**config.mk**
```make
export PLATFORM = sky130hd
export DESIGN_NAME = rgmii_rx_decoder_flat
export DESIGN_NICKNAME = d
export VERILOG_FILES = /design/src/rtl/rgmii_rx_decoder_pkg.sv /design/src/rtl/rgmii_rx_decoder_if.sv /design/src/rtl/rgmii_rx_decoder_inband.sv /design/src/rtl/rgmii_rx_decoder.sv /design/src/flat_wrapper.sv
export SDC_FILE = /design/constraint.sdc
export NUM_CORES = 1
export LEC_CHECK = 0
export BUFFER_PORTS_ARGS = -buffer_cell sky130_fd_sc_hd__buf_2
export CAP_MARGIN = 20
export CORE_ASPECT_RATIO = 0.5
export CORE_MARGIN = 2
export CORE_UTILIZATION = 50
export CTS_CLUSTER_DIAMETER = 200
export DETAILED_ROUTE_END_ITERATION = 8
export PLACE_DENSITY_LB_ADDON = 0.25
export SLEW_MARGIN = 5
export SYNTH_ARGS = -nofsm -noshare
export SYNTH_HDL_FRONTEND = slang
export SYNTH_SLANG_ARGS = --single-unit
```
**constraint.sdc**
```tcl
create_clock -name clk125MHz -period 5.6 [get_ports clk125MHz]
set_clock_uncertainty 0.2 [all_clocks]
set_input_delay 0.28 -clock clk125MHz [delete_from_list [all_inputs] [get_ports clk125MHz]]
set_output_delay 0.28 -clock clk125MHz [all_outputs]
set_load 0.05 [all_outputs]
```
**src/rtl/rgmii_rx_decoder_pkg.sv**
```systemverilog
// rtl/rgmii_rx_decoder_pkg.sv - shared types and constants for the RGMII receive decoder
package rgmii_rx_pkg;

  typedef enum logic [1:0] {
    ST_IDLE,
    ST_PREAMBLE,
    ST_DATA,
    ST_DISCARD
  } rx_state_t;

  localparam logic [7:0] PREAMBLE_BYTE = 8'h55;
  localparam logic [7:0] SFD_BYTE      = 8'hD5;

  localparam logic [1:0] SPEED_10   = 2'b00;
  localparam logic [1:0] SPEED_100  = 2'b01;
  localparam logic [1:0] SPEED_1000 = 2'b10;

endpackage

```
**src/rtl/rgmii_rx_decoder_if.sv**
```systemverilog
// rtl/rgmii_rx_decoder_if.sv - beat input, byte stream output and link status bundle
interface rgmii_rx_decoder_if #(
  parameter int LEN_W = 16
) ();

  logic             in_valid;
  logic [7:0]       in_data;
  logic [1:0]       in_ctl;

  logic [7:0]       out_data;
  logic             out_valid;
  logic             out_sof;
  logic             out_eof;
  logic             out_err;
  logic [LEN_W-1:0] frame_len;

  logic             link_up;
  logic             link_10mb;
  logic             link_100mb;
  logic             link_1000mb;
  logic             link_full_duplex;

  modport master (
    output in_valid, in_data, in_ctl,
    input  out_data, out_valid, out_sof, out_eof, out_err, frame_len,
    input  link_up, link_10mb, link_100mb, link_1000mb, link_full_duplex
  );

  modport slave (
    input  in_valid, in_data, in_ctl,
    output out_data, out_valid, out_sof, out_eof, out_err, frame_len,
    output link_up, link_10mb, link_100mb, link_1000mb, link_full_duplex
  );

endinterface

```
**src/rtl/rgmii_rx_decoder_inband.sv**
```systemverilog
// rtl/rgmii_rx_decoder_inband.sv - debounced in-band link status from inter-frame idle codes
module rgmii_inband_status
  import rgmii_rx_pkg::*;
#(
  parameter int LINK_STABLE = 4
) (
  input  logic       clk125MHz,
  input  logic       rst,
  input  logic       in_valid,
  input  logic [7:0] in_data,
  input  logic [1:0] in_ctl,
  output logic       link_up,
  output logic       link_10mb,
  output logic       link_100mb,
  output logic       link_1000mb,
  output logic       link_full_duplex
);

  logic [3:0] last_code;
  logic [7:0] stable_cnt;
  logic       candidate;
  logic [3:0] code;
  logic [7:0] cnt_next;

  // An idle beat whose two nibbles agree carries a status code; count repeats of it.
  always_comb begin
    candidate = in_valid && (in_ctl == 2'b00) && (in_data[3:0] == in_data[7:4]);
    code      = in_data[3:0];
    cnt_next  = 8'd1;
    if (code == last_code) begin
      cnt_next = (stable_cnt >= 8'(LINK_STABLE)) ? stable_cnt : stable_cnt + 8'd1;
    end
  end

  // Track the candidate code and publish it once it has been seen LINK_STABLE times in a row.
  always_ff @(posedge clk125MHz or posedge rst) begin
    if (rst) begin
      last_code        <= 4'h0;
      stable_cnt       <= 8'd0;
      link_up          <= 1'b0;
      link_10mb        <= 1'b0;
      link_100mb       <= 1'b0;
      link_1000mb      <= 1'b0;
      link_full_duplex <= 1'b0;
    end else if (candidate) begin
      last_code  <= code;
      stable_cnt <= cnt_next;
      if (cnt_next == 8'(LINK_STABLE)) begin
        link_up          <= code[0];
        link_10mb        <= code[0] && (code[2:1] == SPEED_10);
        link_100mb       <= code[0] && (code[2:1] == SPEED_100);
        link_1000mb      <= code[0] && (code[2:1] == SPEED_1000);
        link_full_duplex <= code[0] && code[3];
      end
    end
  end

endmodule

```
**src/rtl/rgmii_rx_decoder.sv**
```systemverilog
// rtl/rgmii_rx_decoder.sv - RGMII beat to byte-stream decoder with framing, errors and length
module rgmii_rx_decoder
  import rgmii_rx_pkg::*;
#(
  parameter int LINK_STABLE    = 4,
  parameter int STRIP_PREAMBLE = 1,
  parameter int MAX_PREAMBLE   = 7,
  parameter int MAX_FRAME      = 1522,
  parameter int LEN_W          = 16
) (
  input logic               clk125MHz,
  input logic               rst,
  rgmii_rx_decoder_if.slave rx
);

  rx_state_t        state;
  rx_state_t        pre_state;
  logic             nib_mode;
  logic             nib_phase;
  logic [3:0]       low_nib;
  logic [7:0]       hold_byte;
  logic             hold_valid;
  logic             sof_pending;
  logic             err_flag;
  logic [LEN_W-1:0] len_cnt;
  logic [LEN_W-1:0] len_inc;
  logic [7:0]       pre_cnt;
  logic [7:0]       pre_next;
  logic             dv;
  logic             er;
  logic             mode_now;
  logic             phase_now;
  logic             byte_done;
  logic [7:0]       byte_val;
  logic             st_up, st_10, st_100, st_1000, st_fd;

  rgmii_inband_status #(.LINK_STABLE(LINK_STABLE)) u_inband (
    .clk125MHz        (clk125MHz),
    .rst              (rst),
    .in_valid         (rx.in_valid),
    .in_data          (rx.in_data),
    .in_ctl           (rx.in_ctl),
    .link_up          (st_up),
    .link_10mb        (st_10),
    .link_100mb       (st_100),
    .link_1000mb      (st_1000),
    .link_full_duplex (st_fd)
  );

  assign rx.link_up          = st_up;
  assign rx.link_10mb        = st_10;
  assign rx.link_100mb       = st_100;
  assign rx.link_1000mb      = st_1000;
  assign rx.link_full_duplex = st_fd;

  // Beat decode and byte assembly; the first beat of a frame uses the live link speed.
  always_comb begin
    dv        = rx.in_ctl[0];
    er        = rx.in_ctl[0] ^ rx.in_ctl[1];
    mode_now  = (state == ST_IDLE) ? (st_10 | st_100) : nib_mode;
    phase_now = (state == ST_IDLE) ? 1'b0 : nib_phase;
    if (mode_now) begin
      byte_done = dv && phase_now;
      byte_val  = {rx.in_data[3:0], low_nib};
    end else begin
      byte_done = dv;
      byte_val  = rx.in_data;
    end
    len_inc   = (len_cnt == '1) ? len_cnt : len_cnt + LEN_W'(1);
    pre_next  = ((state == ST_IDLE) ? 8'd0 : pre_cnt) + 8'd1;
    pre_state = ST_PREAMBLE;
    if (byte_done) begin
      if (byte_val == SFD_BYTE) begin
        pre_state = ST_DATA;
      end else if (byte_val != PREAMBLE_BYTE || pre_next > 8'(MAX_PREAMBLE)) begin
        pre_state = ST_DISCARD;
      end
    end
  end

  // Frame FSM: strips preamble, delays bytes by one through the hold register, flags errors.
  always_ff @(posedge clk125MHz or posedge rst) begin
    if (rst) begin
      state        <= ST_IDLE;
      nib_mode     <= 1'b0;
      nib_phase    <= 1'b0;
      low_nib      <= 4'h0;
      hold_byte    <= 8'h00;
      hold_valid   <= 1'b0;
      sof_pending  <= 1'b0;
      err_flag     <= 1'b0;
      len_cnt      <= '0;
      pre_cnt      <= 8'd0;
      rx.out_data  <= 8'h00;
      rx.out_valid <= 1'b0;
      rx.out_sof   <= 1'b0;
      rx.out_eof   <= 1'b0;
      rx.out_err   <= 1'b0;
      rx.frame_len <= '0;
    end else begin
      rx.out_valid <= 1'b0;
      rx.out_sof   <= 1'b0;
      rx.out_eof   <= 1'b0;
      rx.out_err   <= 1'b0;
      if (rx.in_valid) begin
        if (dv && mode_now) begin
          if (!phase_now) low_nib <= rx.in_data[3:0];
          nib_phase <= ~phase_now;
        end
        case (state)
          ST_IDLE: begin
            if (dv) begin
              nib_mode    <= mode_now;
              sof_pending <= 1'b1;
              len_cnt     <= '0;
              pre_cnt     <= 8'd0;
              hold_valid  <= 1'b0;
              err_flag    <= 1'b0;
              if (STRIP_PREAMBLE != 0) begin
                state <= pre_state;
                if (byte_done) pre_cnt <= pre_next;
              end else begin
                state      <= ST_DATA;
                err_flag   <= er;
                hold_byte  <= byte_val;
                hold_valid <= byte_done;
              end
            end
          end
          ST_PREAMBLE: begin
            if (!dv) begin
              state <= ST_IDLE;
            end else begin
              state <= pre_state;
              if (byte_done) pre_cnt <= pre_next;
            end
          end
          ST_DATA: begin
            if (er) err_flag <= 1'b1;
            if (dv) begin
              if (byte_done) begin
                hold_byte  <= byte_val;
                hold_valid <= 1'b1;
                if (hold_valid) begin
                  rx.out_data  <= hold_byte;
                  rx.out_valid <= 1'b1;
                  rx.out_sof   <= sof_pending;
                  sof_pending  <= 1'b0;
                  len_cnt      <= len_inc;
                end
              end
            end else begin
              if (hold_valid) begin
                rx.out_data  <= hold_byte;
                rx.out_valid <= 1'b1;
                rx.out_sof   <= sof_pending;
                rx.out_eof   <= 1'b1;
                rx.out_err   <= err_flag | er | (nib_mode & nib_phase) |
                                (32'(len_inc) > 32'(MAX_FRAME));
                rx.frame_len <= len_inc;
              end
              sof_pending <= 1'b0;
              hold_valid  <= 1'b0;
              state       <= ST_IDLE;
            end
          end
          ST_DISCARD: begin
            if (!dv) state <= ST_IDLE;
          end
          default: state <= ST_IDLE;
        endcase
      end
    end
  end

endmodule

```
**src/flat_wrapper.sv**
```systemverilog
// flat-port wrapper written by rule: the top's interface ports become plain ports
module rgmii_rx_decoder_flat import rgmii_rx_pkg::*;
#(
  parameter int LINK_STABLE    = 4,
  parameter int STRIP_PREAMBLE = 1,
  parameter int MAX_PREAMBLE   = 7,
  parameter int MAX_FRAME      = 1522,
  parameter int LEN_W          = 16
)
  (clk125MHz, rst, rx_in_valid, rx_in_data, rx_in_ctl, rx_out_data, rx_out_valid, rx_out_sof, rx_out_eof, rx_out_err, rx_frame_len, rx_link_up, rx_link_10mb, rx_link_100mb, rx_link_1000mb, rx_link_full_duplex);
  rgmii_rx_decoder_if #(.LEN_W(LEN_W)) rx_i ();
  input logic clk125MHz;
  input logic rst;
  input wire logic [$bits(rx_i.in_valid)-1:0] rx_in_valid;
  input wire logic [$bits(rx_i.in_data)-1:0] rx_in_data;
  input wire logic [$bits(rx_i.in_ctl)-1:0] rx_in_ctl;
  output wire logic [$bits(rx_i.out_data)-1:0] rx_out_data;
  output wire logic [$bits(rx_i.out_valid)-1:0] rx_out_valid;
  output wire logic [$bits(rx_i.out_sof)-1:0] rx_out_sof;
  output wire logic [$bits(rx_i.out_eof)-1:0] rx_out_eof;
  output wire logic [$bits(rx_i.out_err)-1:0] rx_out_err;
  output wire logic [$bits(rx_i.frame_len)-1:0] rx_frame_len;
  output wire logic [$bits(rx_i.link_up)-1:0] rx_link_up;
  output wire logic [$bits(rx_i.link_10mb)-1:0] rx_link_10mb;
  output wire logic [$bits(rx_i.link_100mb)-1:0] rx_link_100mb;
  output wire logic [$bits(rx_i.link_1000mb)-1:0] rx_link_1000mb;
  output wire logic [$bits(rx_i.link_full_duplex)-1:0] rx_link_full_duplex;
  assign rx_i.in_valid = rx_in_valid;
  assign rx_i.in_data = rx_in_data;
  assign rx_i.in_ctl = rx_in_ctl;
  assign rx_out_data = rx_i.out_data;
  assign rx_out_valid = rx_i.out_valid;
  assign rx_out_sof = rx_i.out_sof;
  assign rx_out_eof = rx_i.out_eof;
  assign rx_out_err = rx_i.out_err;
  assign rx_frame_len = rx_i.frame_len;
  assign rx_link_up = rx_i.link_up;
  assign rx_link_10mb = rx_i.link_10mb;
  assign rx_link_100mb = rx_i.link_100mb;
  assign rx_link_1000mb = rx_i.link_1000mb;
  assign rx_link_full_duplex = rx_i.link_full_duplex;
  rgmii_rx_decoder #(.LINK_STABLE(LINK_STABLE), .STRIP_PREAMBLE(STRIP_PREAMBLE), .MAX_PREAMBLE(MAX_PREAMBLE), .MAX_FRAME(MAX_FRAME), .LEN_W(LEN_W)) u_core (.clk125MHz(clk125MHz), .rst(rst), .rx(rx_i));
endmodule
```
==> results of run 1 <==
Yosys cell counts, types with 6 or more instances:
cell	count
ha_1	6
nor4_1	7
nand3_1	9
nor2_1	36
nand2_1	63
a21oi_1	21
inv_1	18
a22o_1	8
clkbuf_1	17
o21ai_0	33
dfrtp_1	88
mux2i_1	11
a31oi_1	11
xor2_1	9
nor3_1	7
mux2_2	27
buf_2	7
nand4_1	9
xnor2_1	10
layout make-up:
| class | count | area, sq um | share of cell area |
|---|---|---|---|
| Sequential cell | 88 | 2200 | 0.429 |
| Multi-Input combinational cell | 332 | 2120 | 0.413 |
| Timing Repair Buffer | 51 | 285 | 0.0556 |
| Clock buffer | 9 | 225 | 0.0439 |
| Tap cell | 117 | 146 | 0.0285 |
| Clock inverter | 7 | 80.1 | 0.0156 |
| Inverter | 19 | 72.6 | 0.0141 |
worst max-delay path, delay by kind of cell (launching register included):
family	cells	cell delay, ps
buf+inv	1	240
simple gates	2	1220
flops	1	530
compound gates	2	200
mux	1	410
worst paths after layout:
path	slack (ps)	end
worst max-delay path	2680	u_core.hold_byte[7]$_DFFE_PP0P_
worst min-delay path	70	u_core.u_inband.link_full_duplex$_DFFE_PP0P_
worst max register to register	2680	u_core.hold_byte[7]$_DFFE_PP0P_
worst min register to register	270	u_core.rx.frame_len[11]$_DFFE_PP0P_
max in group asynchronous	4150	u_core.u_inband.link_full_duplex$_DFFE_PP0P_
min in group asynchronous	410	u_core.rx.frame_len[15]$_DFFE_PP0P_
placed cells by master (no fill, tap or decap), drive strengths merged, types with 2 or more instances in the layout:
cell type / instances
a211oi: 2
xor2: 9
xnor2: 10
or2: 4
mux2i: 11
buf: 50
a22o: 8
clkinv: 4
nand3: 9
and2: 6
nand2b: 5
o31ai: 4
a21o: 3
nor4: 7
mux2: 27
and4: 2
a211o: 2
and3: 4
nor2: 36
nand2: 63
dfrtp: 88
inv: 19
or4: 2
a31oi: 11
clkbuf: 9
o22ai: 5
clkinvlp: 2
nor3: 10
nor4bb: 2
o21ai: 34
ha: 6
nand4: 10
nor2b: 4
a21oi: 23
per-layer routing:
layer	vias up	global-route usage	share of wire
li1	1717	-	-
met1	1683	0.290	0.50
met3	9	0.0609	0.045
met5	-	0	0
met2	65	0.304	0.44
met4	0	0.0567	0.0090
state kept, by name, summed over array words and instances, names as in the netlist, 2 cells and up:
name	cells
u_core.u_inband.last_code	4
u_core.pre_cnt	8
u_core.rx.out_data	8
u_core.state	2
u_core.u_inband.stable_cnt	8
u_core.rx.frame_len	16
u_core.low_nib	4
u_core.hold_byte	8
u_core.len_cnt	16
per-stage QoR:
| stage | instance area (sq um) | setup slack (ps) | cells |
|---|---|---|---|
| floorplan | 4500 | 2840 | 464 |
| global placement | 4800 | 2790 | 605 |
| detailed placement | 4800 | 2710 | 605 |
| CTS | 5100 | 2680 | 621 |
| global route | 5130 | 2410 | 623 |
| finish | 5130 | 2680 | 623 |
what timing repair did:
item                      in CTS  in global routing
gates resized for setup        0                  0
hold endpoints to repair       0                 41
hold buffers                   0                  1
power groups by stage:
stage	registers [mW]	clock network, mW	logic [mW]
finish	0.912	0.616	0.697
detailed placement	0.921	0	0.692
global route	0.935	0.655	0.765
CTS	0.910	0.631	0.699
global placement	0.916	0	0.681
floorplan	1.06	0	0.392
logic make-up (layout without fill, tap and decap cells):
kind of cell / Yosys count / in the layout / share of synthesized area
flip-flops: 88 / 88 / 0.489
buffers and inverters: 44 / 86 / 0.0395
multiplexers: 38 / 38 / 0.0920
AO/OA/AOI/OAI: 102 / 102 / 0.141
XOR/XNOR: 19 / 19 / 0.0370
adder cells (fa/ha/maj): 6 / 6 / 0.0167
AND/OR/NAND/NOR: 167 / 167 / 0.184
==> results by group, run 1 <==
Run status
  • Status: complete, no violations

Clocking
  • CTS Sinks: 88
  • Clock buffer depth: 2
  • CTS H-tree depth: 3
  • CTS tree: built
  • Reg clk slew, reported paths: 70 ps
  • CTS Buf Count: 9
  • Post-CTS Setup Inserts: 0
  • Root buffer cell: clkbuf_16
  • Skew-Pair Late Insertion Delay: 340 ps

Setup path
  • Worst Path Arrival: between 2000 and 3000 ps
  • Worst Reg-to-Reg Cells: 6
  • Worst path slowest cell: nor3_2
  • CP Max Fanout: 15
  • Critical path required time: roughly 5600 ps
  • Crit path largest cell delay: 710 ps
  • Setup Crit Path Kind: flip-flop to flip-flop
  • Crit path launch type: flip-flop
  • Critical Path End Type: flip-flop
  • CP startpoint: u_core.state[1]$_DFFE_PP0P_
  • Critical R2R Launch: u_core.state[1]$_DFFE_PP0P_
  • Critical-path cell list: or4_1 -> o21ai_1 -> buf_4 -> a21oi_2 -> nor3_2 -> mux2_2

Floorplanning
  • Die Span Y: 71.1 microns
  • CORE AREA: 0.00874 sq mm
  • Rows: 24
  • Initial Util: 0.515
  • Die area: 0.00982 sq mm
  • # IOs: 46
  • Die width: 138 microns

STA
  • TNS Setup: 0 ps
  • Worst Hold Slack: 74.8 ps
  • Rel. slew slack: 0.307
  • Finish-stage setup viols: 0
  • Final Hold Viols: 0
  • RSZ-0062 raised after global routing: no
  • Slew Limit Fails: 0
  • Final worst path period need: just under 3000 ps
  • Final period utilization: 0.521
  • Achievable Freq: between 300 and 400 MHz
  • Worst Max-Slew Pin Slew: between 1000 and 1500 ps

Finish
  • Area Growth Syn to Fin: 14.0%
  • Fin nets: 520
  • Fillers: 760
  • Share of post-route cells with drive strength above 1: 0.211
  • Final Util: 0.587
  • # diodes: 0

Power
  • Net Sw Power: 0.841 mW
  • Switching Share: 0.378
  • Share of power burned in registers: 0.410
  • Max VDD drop: 0.237 mV
  • Clk pwr share: 0.277
  • Leakage: 2.41 nW
  • Comb power frac: 0.313
  • Internal Power: 1.38 mW
  • Total power: 2.22 mW
  • Power Density: roughly 430 mW/mm^2

Route
  • Vias: 3474
  • Routed len/inst: 15.0 microns
  • Antenna viol nets, final: 0
  • Final wirelength: 9350 microns
  • DR vias/cell: 5.58
  • 1st-pass router iterations: 4
  • DRC: 0
  • Initial DRC Count: 234

Synthesis
  • Net Count, Synth: 483
  • Syn Inst Count: roughly 460
  • Synth area leader: dfrtp_1
  • Area contributors post-synth: dfrtp_1 (49%), mux2_2 (6.8%), nand2_1 (5.3%), o21ai_0 (3.7%), nor2_1 (3.0%)
  • Fraction of registers with async set/reset: 1.00
  • Yosys Warn Count: 0
  • Dominant synthesized flop cell: dfrtp_1
  • Post-synth EDFFs: 0
  • Synthesized area per cell: 9.70 sq um
  • Register area share after synthesis: 0.489
  • Synth top area share: 0.489
  • Syn Std Cell Area: 0.00450 sq mm
  • Seq cells post-synth: 88
  • Synth unique cells: 54

Global route
  • First-pass GRT wire length: roughly 16000 microns
  • GRT Residual Overflow: 0
  • Total GRT Usage: 0.203
  • Vias in the first global route: 3191
  • Largest net degree at the start of global routing: 89
  • Initial antenna violation count: 0

Placed design
  • HPWL after detailed placement: 6280 microns
  • Port bufs: between 40 and 50
  • Final GP Congestion: ~0.85

Min path
  • HP Start: rx_in_data[3]
  • HP Class: primary input to flip-flop
  • Hold depth: 3

Run
  • Total of max-cap violations: 0
No activity file was read; power rests on OpenSTA's default activity.
==> run 2: changes to the inputs <==
Settings changed: ABC_AREA set to 1.
Clock period 5.6 ns to 2.7 ns, I/O delays scaled along.
==> run 2 against run 1 <==
Hold slack got worse by 59 ps. Synthesized area increased by 4.6%. Combinational power increased by 150%. Critical path type is now primary input to flip-flop.
==> results by group, run 2 <==
Placed design
  • Port bufs: 45 (unchanged)
  • Placed Instances: 747 (+23%)
  • Placed Area: 0.00505 sq mm (+5.2%)
  • Final GP Congestion: 0.871 (+2.5%)
  • HPWL after detailed placement: 7040 microns (+12%)

Clocking
  • Clock buffer depth: 2 (unchanged)
  • CTS H-tree depth: 3 (unchanged)
  • CTS Sinks: 88 (unchanged)
  • Post-CTS Setup Inserts: 0 (unchanged)
  • CTS Buf Count: 9 (unchanged)
  • Post-CTS Resized: 0 (unchanged)
  • CTS tree: built
  • Root buffer cell: clkbuf_16
  • Skew-Pair Late Insertion Delay: 350 ps (about the same)
  • Reg clk slew, reported paths: 70 ps (about the same)

STA
  • Finish-stage setup viols: 0 (unchanged)
  • Final Hold Viols: 0 (unchanged)
  • Worst Max-Slew Pin Slew: 646 ps (-390 ps)
  • TNS Setup: 0 ps (unchanged)
  • Rel. slew slack: 0.569 (+0.262)
  • Slew Limit Fails: 0 (unchanged)
  • Final period utilization: 0.906
  • RSZ-0062 raised after global routing: no
  • Achievable Freq: 409 MHz
  • Final worst path period need: between 2000 and 2500 ps

Synthesis
  • Register area share after synthesis: 0.468 (-0.0216)
  • Net Count, Synth: 612 (+27%)
  • Area contributors post-synth: dfrtp_1 (47%), nand2_1 (15%), o21ai_0 (5.2%), inv_1 (5.2%), nor2_1 (4.9%)
  • Syn Inst Count: 593 (+28%)
  • Most common cell in the netlist: nand2_1
  • Fraction of registers with async set/reset: 1.00 (unchanged)
  • Top cells by count, synth: nand2_1 (186), dfrtp_1 (88), inv_1 (65)
  • Seq cells post-synth: 88 (unchanged)
  • Synth area leader: dfrtp_1
  • Synth unique cells: 43 (-20%)
  • Synth top area share: 0.468 (-0.0216)
  • Syn Std Cell Area: 0.00471 sq mm (+4.6%)
  • Dominant synthesized flop cell: dfrtp_1
  • Yosys Warn Count: 0 (unchanged)
  • Post-synth EDFFs: 0 (unchanged)
  • Synthesized area per cell: 7.94 sq um (-18%)

Floorplanning
  • Die area: 0.0103 sq mm (+4.4%)
  • Die width: 141 microns (+2.2%)
  • CORE AREA: 0.00892 sq mm (+2.1%)
  • Initial Util: 0.528 (+0.0129)
  • # IOs: 46 (unchanged)
  • Rows: 24 (unchanged)
  • Die Span Y: 72.6 microns (+2.2%)

Finish
  • Finished Cell Area: 0.00547 sq mm (+6.5%)
  • Post-route insts no fill: 774 (+24%)
  • Share of post-route cells with drive strength above 1: 0.174 (-0.0379)
  • Fin nets: 671 (+29%)
  • Most common cell after layout, fill and taps aside: nand2_1
  • Commonest non-fill, non-tap cells in the layout: nand2_1 (186), dfrtp_1 (88), inv_1 (64)
  • Area Growth Syn to Fin: 16.1%
  • Biggest regs: u_core.len_cnt: 16 flops, u_core.rx.frame_len: 16 flops
  • # diodes: 0 (unchanged)

Route
  • DR vias/cell: 5.00 (-10%)
  • Vias: 3870 (+11%)
  • Initial DRC Count: 240 (+2.6%)
  • Routed len/inst: 12.9 microns (-14%)
  • 1st-pass router iterations: 4 (unchanged)
  • Antenna viol nets, final: 0 (unchanged)
  • Final wirelength: 9980 microns (+6.7%)
  • DRC: 0 (unchanged)

Global route
  • GRT Residual Overflow: 0 (unchanged)
  • First-pass GRT wire length: 17500 microns (+9.4%)
  • Vias in the first global route: 3728 (+17%)
  • Total GRT Usage: 0.216 (+0.0131)
  • Largest net degree at the start of global routing: 53 (-40%)
  • Initial antenna violation count: 0 (unchanged)

Power
  • Max VDD drop: 0.389 mV (+64%)
  • Total power: 4.82 mW (+120%)
  • Leakage: 2.82 nW (+17%)
  • Power Density: 882 mW/mm^2 (+100%)

Setup path
  • Critical path required time: 2790 ps (-2840 ps)
  • Setup Crit Path Kind: primary input to flip-flop
  • Reg2Reg Setup Slack: 420 ps (-2260 ps)
  • Critical Path End Type: flip-flop
  • Critical register-to-register path endpoint: u_core.u_inband.link_100mb$_DFFE_PP0P_
  • Critical R2R Launch: u_core.u_inband.last_code[0]$_DFFE_PP0P_
  • Worst Reg-to-Reg Cells: 9 (+3)
  • Crit path launch type: primary input
  • Worst Path Arrival: 2540 ps (-410 ps)
  • CP Max Fanout: 9 (-6)

Run
  • Total of max-cap violations: 0 (unchanged)

Min path
  • HP Start: rx_in_ctl[0]
  • Hold EP: u_core.state[1]$_DFFE_PP0P_
  • HP Class: primary input to flip-flop
  • Hold depth: 3 (unchanged)

Run status
  • Status: complete, no violations
[run 2: cell count changes after synthesis, moves of 13 or more]
cell | previous run | this run
o21ai_0 | 33 | 49
a21oi_1 | 21 | 6
inv_1 | 18 | 65
mux2_2 | 27 | 0
nor2_1 | 36 | 62
nand2_1 | 63 | 186
clkbuf_1 | 17 | 4
nand3_1 | 9 | 29
[run 2: worst max-delay path, stage by stage]
cell and delay, ps:
dlygate4sd3_1 540, buf_2 190, or2_0 230, a21oi_1 140
nand2_1 100, clkinv_1 100, o21ai_0 160, nor2_2 230
nand4_1 100, dlygate4sd3_1 560, nand2_1 50
[run 2: repair_timing]
item                                    CTS  global route
hold buffers                             11             0
endpoints found under the hold margin    45             0
endpoints found under the setup margin    0             0
[run 2: stage by stage]
stage           util  hold slack (ps)  setup slack [ps]
2_1_floorplan      -             85.8              86.4
3_3_place_gp   0.566             38.6               533
3_5_place_dp   0.566             39.3               488
4_1_cts        0.613             14.7               292
5_1_grt        0.613             38.8              74.7
6_report       0.613             15.9               254
[run 2: worst max path at each step]
stage,startpoint,endpoint,slack (ps),depth (start not counted)
2_1_floorplan,rst,u_core.err_flag$_DFFE_PP0P_,90,1
5_1_grt,rx_in_data[0],u_core.u_inband.link_100mb$_DFFE_PP0P_,70,11
3_3_place_gp,u_core.state[1]$_DFFE_PP0P_,u_core.len_cnt[15]$_DFFE_PP0P_,530,8
3_5_place_dp,u_core.state[1]$_DFFE_PP0P_,u_core.len_cnt[15]$_DFFE_PP0P_,490,8
4_1_cts,rx_in_data[0],u_core.u_inband.link_100mb$_DFFE_PP0P_,290,11
6_report,rx_in_data[0],u_core.u_inband.link_100mb$_DFFE_PP0P_,250,11
[run 2: cell type report]
type | count | area [sq um]
flip-flops and latches | 88 | 2200
clock buffers | 12 | 256
multi-input cells | 420 | 2150
clock inverters | 4 | 52.6
repair buffers | 61 | 385
inverters | 72 | 275
fillers | 778 | 3450
well taps | 117 | 146
[run 2: routing by layer]
| metal | share of wire | GRT usage | vias up | wire length, microns |
|---|---|---|---|---|
| met5 | 0 | 0 | - | 0 |
| met4 | 0.0097 | 0.0456 | 0 | 97 |
| met3 | 0.043 | 0.0663 | 9 | 424 |
| met2 | 0.46 | 0.358 | 70 | 4620 |
| met1 | 0.48 | 0.285 | 1800 | 4830 |
| li1 | - | - | 1991 | - |
[run 2: power breakdown]
group	switching (mW)	internal, mW	leakage, nW
Sequential	0.211	1.61	1.17
Combinational	1.22	0.510	1.49
Clock	0.507	0.769	0.153
Total	1.94	2.89	2.82
[run 2: cells by family (layout without fill, tap and decap cells)]
kind of cell	after synthesis	count (layout)	share of synthesized area
flip-flops	88	88	0.468
AND/OR/NAND/NOR	314	314	0.293
adder cells (fa/ha/maj)	6	6	0.0159
buffers and inverters	85	149	0.0760
XOR/XNOR	14	14	0.0260
AO/OA/AOI/OAI	86	86	0.122
==> run 3: changes to the inputs <==
Settings changed: CORE_UTILIZATION 50 to 25, SLEW_MARGIN 5 to not set.
==> run 3 against run 2 <==
Flip-flop and latch count unchanged. Cell count up 18%. Largest cell class unchanged. Clock-buffer cell count down 1. Non-clock buffer count down 4. Final area up 2.7%. Utilization down 31 points. Sequential share of layout area down 1.0 points. Largest power group unchanged.
==> results by group, run 3 (synthesized netlist as in run 2, its figures left out) <==
Floorplanning
  • # IOs: 46 (unchanged)
  • Die Span Y: 101 microns (+39%)
  • CORE AREA: 0.0184 sq mm (+110%)
  • Rows: 35 (+46%)
  • Die width: 198 microns (+40%)
  • Initial Util: 0.255 (-0.273)
  • Die area: 0.0200 sq mm (+95%)

Setup path
  • Worst path slowest cell: dfrtp_1
  • Critical Path End Type: flip-flop
  • Critical path required time: 2700 ps (-90 ps)
  • Worst Path Arrival: 2250 ps (-290 ps)
  • CP Max Fanout: 15 (+6)
  • Crit path launch type: flip-flop
  • CP most frequent cell: nand2_2
  • Buf/Inv on CP: 1 (-3)
  • Levels on crit path: 8 (-3)
  • Worst Reg-to-Reg Cells: 8 (-1)
  • Critical-path cell list: nor2_4 -> nand2_4 -> nand3_4 -> nand2_2 -> o21ai_2 -> nand2_2 -> inv_2 -> o22ai_2
  • Crit path largest cell delay: 500 ps (-60 ps)
  • Largest delay share family, worst path: simple AND/OR/NAND/NOR gates
  • Setup Crit Path Kind: flip-flop to flip-flop

Clocking
  • CTS H-tree depth: 3 (unchanged)
  • CTS tree: built
  • CTS Buf Count: 9 (unchanged)
  • Hold-fix buffer count after cts: 7 (-4)
  • Root buffer cell: clkbuf_16
  • CTS Sinks: 88 (unchanged)
  • Skew-Pair Late Insertion Delay: 340 ps (about the same)
  • Reg clk slew, reported paths: 60 ps (about the same)
  • Clock buffer depth: 2 (unchanged)
  • Post-CTS Setup Inserts: 0 (unchanged)
  • Post-CTS Resized: 0 (unchanged)

Route
  • Vias: 3820 (-1.3%)
  • DR vias/cell: 4.18 (-16%)
  • Initial DRC Count: 175 (-27%)
  • Routed len/inst: 12.0 microns (-6.6%)
  • Antenna viol nets, final: 0 (unchanged)
  • 1st-pass router iterations: 4 (unchanged)
  • DRC: 0 (unchanged)
  • Final wirelength: 11000 microns (+10%)

Finish
  • Fin nets: 667 (-0.60%)
  • Final Util: 0.304 (-0.309)
  • Area Growth Syn to Fin: 19.2%
  • Most common cell after layout, fill and taps aside: nand2_1
  • Post-route insts no fill: 913 (+18%)
  • Commonest non-fill, non-tap cells in the layout: nand2_1 (186), dfrtp_1 (88), inv_1 (64)
  • Biggest regs: u_core.len_cnt: 16 flops, u_core.rx.frame_len: 16 flops
  • Share of post-route cells with drive strength above 1: 0.173 (-0.000469)

STA
  • Achievable Freq: 446 MHz (+9.0%)
  • Final worst slack: 457 ps (+203 ps)
  • Final Hold Viols: 0 (unchanged)
  • TNS Setup: 0 ps (unchanged)
  • Worst Hold Slack: 9.74 ps (-6.16 ps)
  • Finish-stage setup viols: 0 (unchanged)
  • Rel. slew slack: 0.496 (-0.0729)
  • Slew Limit Fails: 0 (unchanged)
  • RSZ-0062 raised after global routing: no
  • Worst Max-Slew Pin Slew: 755 ps (+109 ps)
  • Final period utilization: 0.831 (-0.0750)
  • Final worst path period need: 2240 ps (-203 ps)

Run
  • Total of max-cap violations: 0 (unchanged)

Global route
  • GRT Residual Overflow: 0 (unchanged)
  • Total GRT Usage: 0.119 (-0.0972)
  • Initial antenna violation count: 1 (+1)
  • Vias in the first global route: 3831 (+2.8%)
  • First-pass GRT wire length: 18700 microns (+7.1%)
  • Largest net degree at the start of global routing: 50 (-5.7%)

Placed design
  • Port bufs: 45 (unchanged)
  • HPWL after detailed placement: 7960 microns (+13%)
  • Final GP Congestion: 0.815 (-6.4%)
  • Pre-CTS setup slack: 461 ps (-27.0 ps)
  • Placed Instances: 889 (+19%)

Power
  • Max VDD drop: 0.413 mV (+6.1%)
  • Power Density: 870 mW/mm^2 (-1.4%)
  • Leakage: 2.80 nW (-0.65%)

Min path
  • Hold depth: 3 (unchanged)
  • HP Class: primary input to flip-flop

Run status
  • Status: complete, no violations
## run 3: cell types whose count changed in the layout (fill, tap and decap cells not counted), sizes merged
cell	change
dlygate4sd3	-4
bufinv	+1
clkbuf	-1
clkinv	-1
clkinvlp	+1
diode	+1
## run 3: layout make-up
class / instances / area, sq um
diodes: 1 / 2.50
flip-flops and latches: 88 / 2200
clock inverters: 5 / 81.3
fillers: 1968 / 12800
multi-input cells: 420 / 2150
well taps: 259 / 324
clock buffers: 11 / 233
inverters: 72 / 275
repair buffers: 57 / 345
## run 3: routing by layer
metal / GRT usage / routed length, microns / share of wire / vias up
li1: - / - / - / 1988
met1: 0.149 / 5400 / 0.49 / 1801
met2: 0.200 / 5220 / 0.48 / 23
met3: 0.0385 / 239 / 0.022 / 8
met4: 0.0272 / 121 / 0.011 / 0
met5: 0 / 0 / 0 / -
## run 3: per-stage QoR
step / total power, mW / instance area, sq um
finish: 4.88 / 5610
detailed placement: 3.58 / 5230
CTS: 4.95 / 5610
global placement: 3.56 / 5230
floorplan: 3.24 / 4710
global route: 5.25 / 5610
## run 3: worst register-to-register path, stage by stage (launching register included)
cell,delay (ps)
dfrtp_1,500
nor2_4,270
nand2_4,180
nand3_4,170
nand2_2,60
o21ai_2,160
nand2_2,170
inv_2,290
o22ai_2,110
## run 3: where the power goes
part	switching (mW)	internal, mW
combinational	1.23	0.508
sequential	0.206	1.61
clock	0.518	0.812
## run 3: path summary, 6_finish.rpt
path | from | to | slack, ps
max | u_core.state[1]$_DFFE_PP0P_ | u_core.len_cnt[15]$_DFFE_PP0P_ | 460
min | rx_in_ctl[0] | u_core.state[1]$_DFFE_PP0P_ | 10
max reg2reg | u_core.state[1]$_DFFE_PP0P_ | u_core.len_cnt[15]$_DFFE_PP0P_ | 460
min reg2reg | u_core.rx.out_data[0]$_DFFE_PP0P_ | u_core.rx.out_data[0]$_DFFE_PP0P_ | 270
max in group asynchronous | rst | u_core.u_inband.last_code[0]$_DFFE_PP0P_ | 1340
min in group asynchronous | rst | u_core.rx.frame_len[2]$_DFFE_PP0P_ | 260
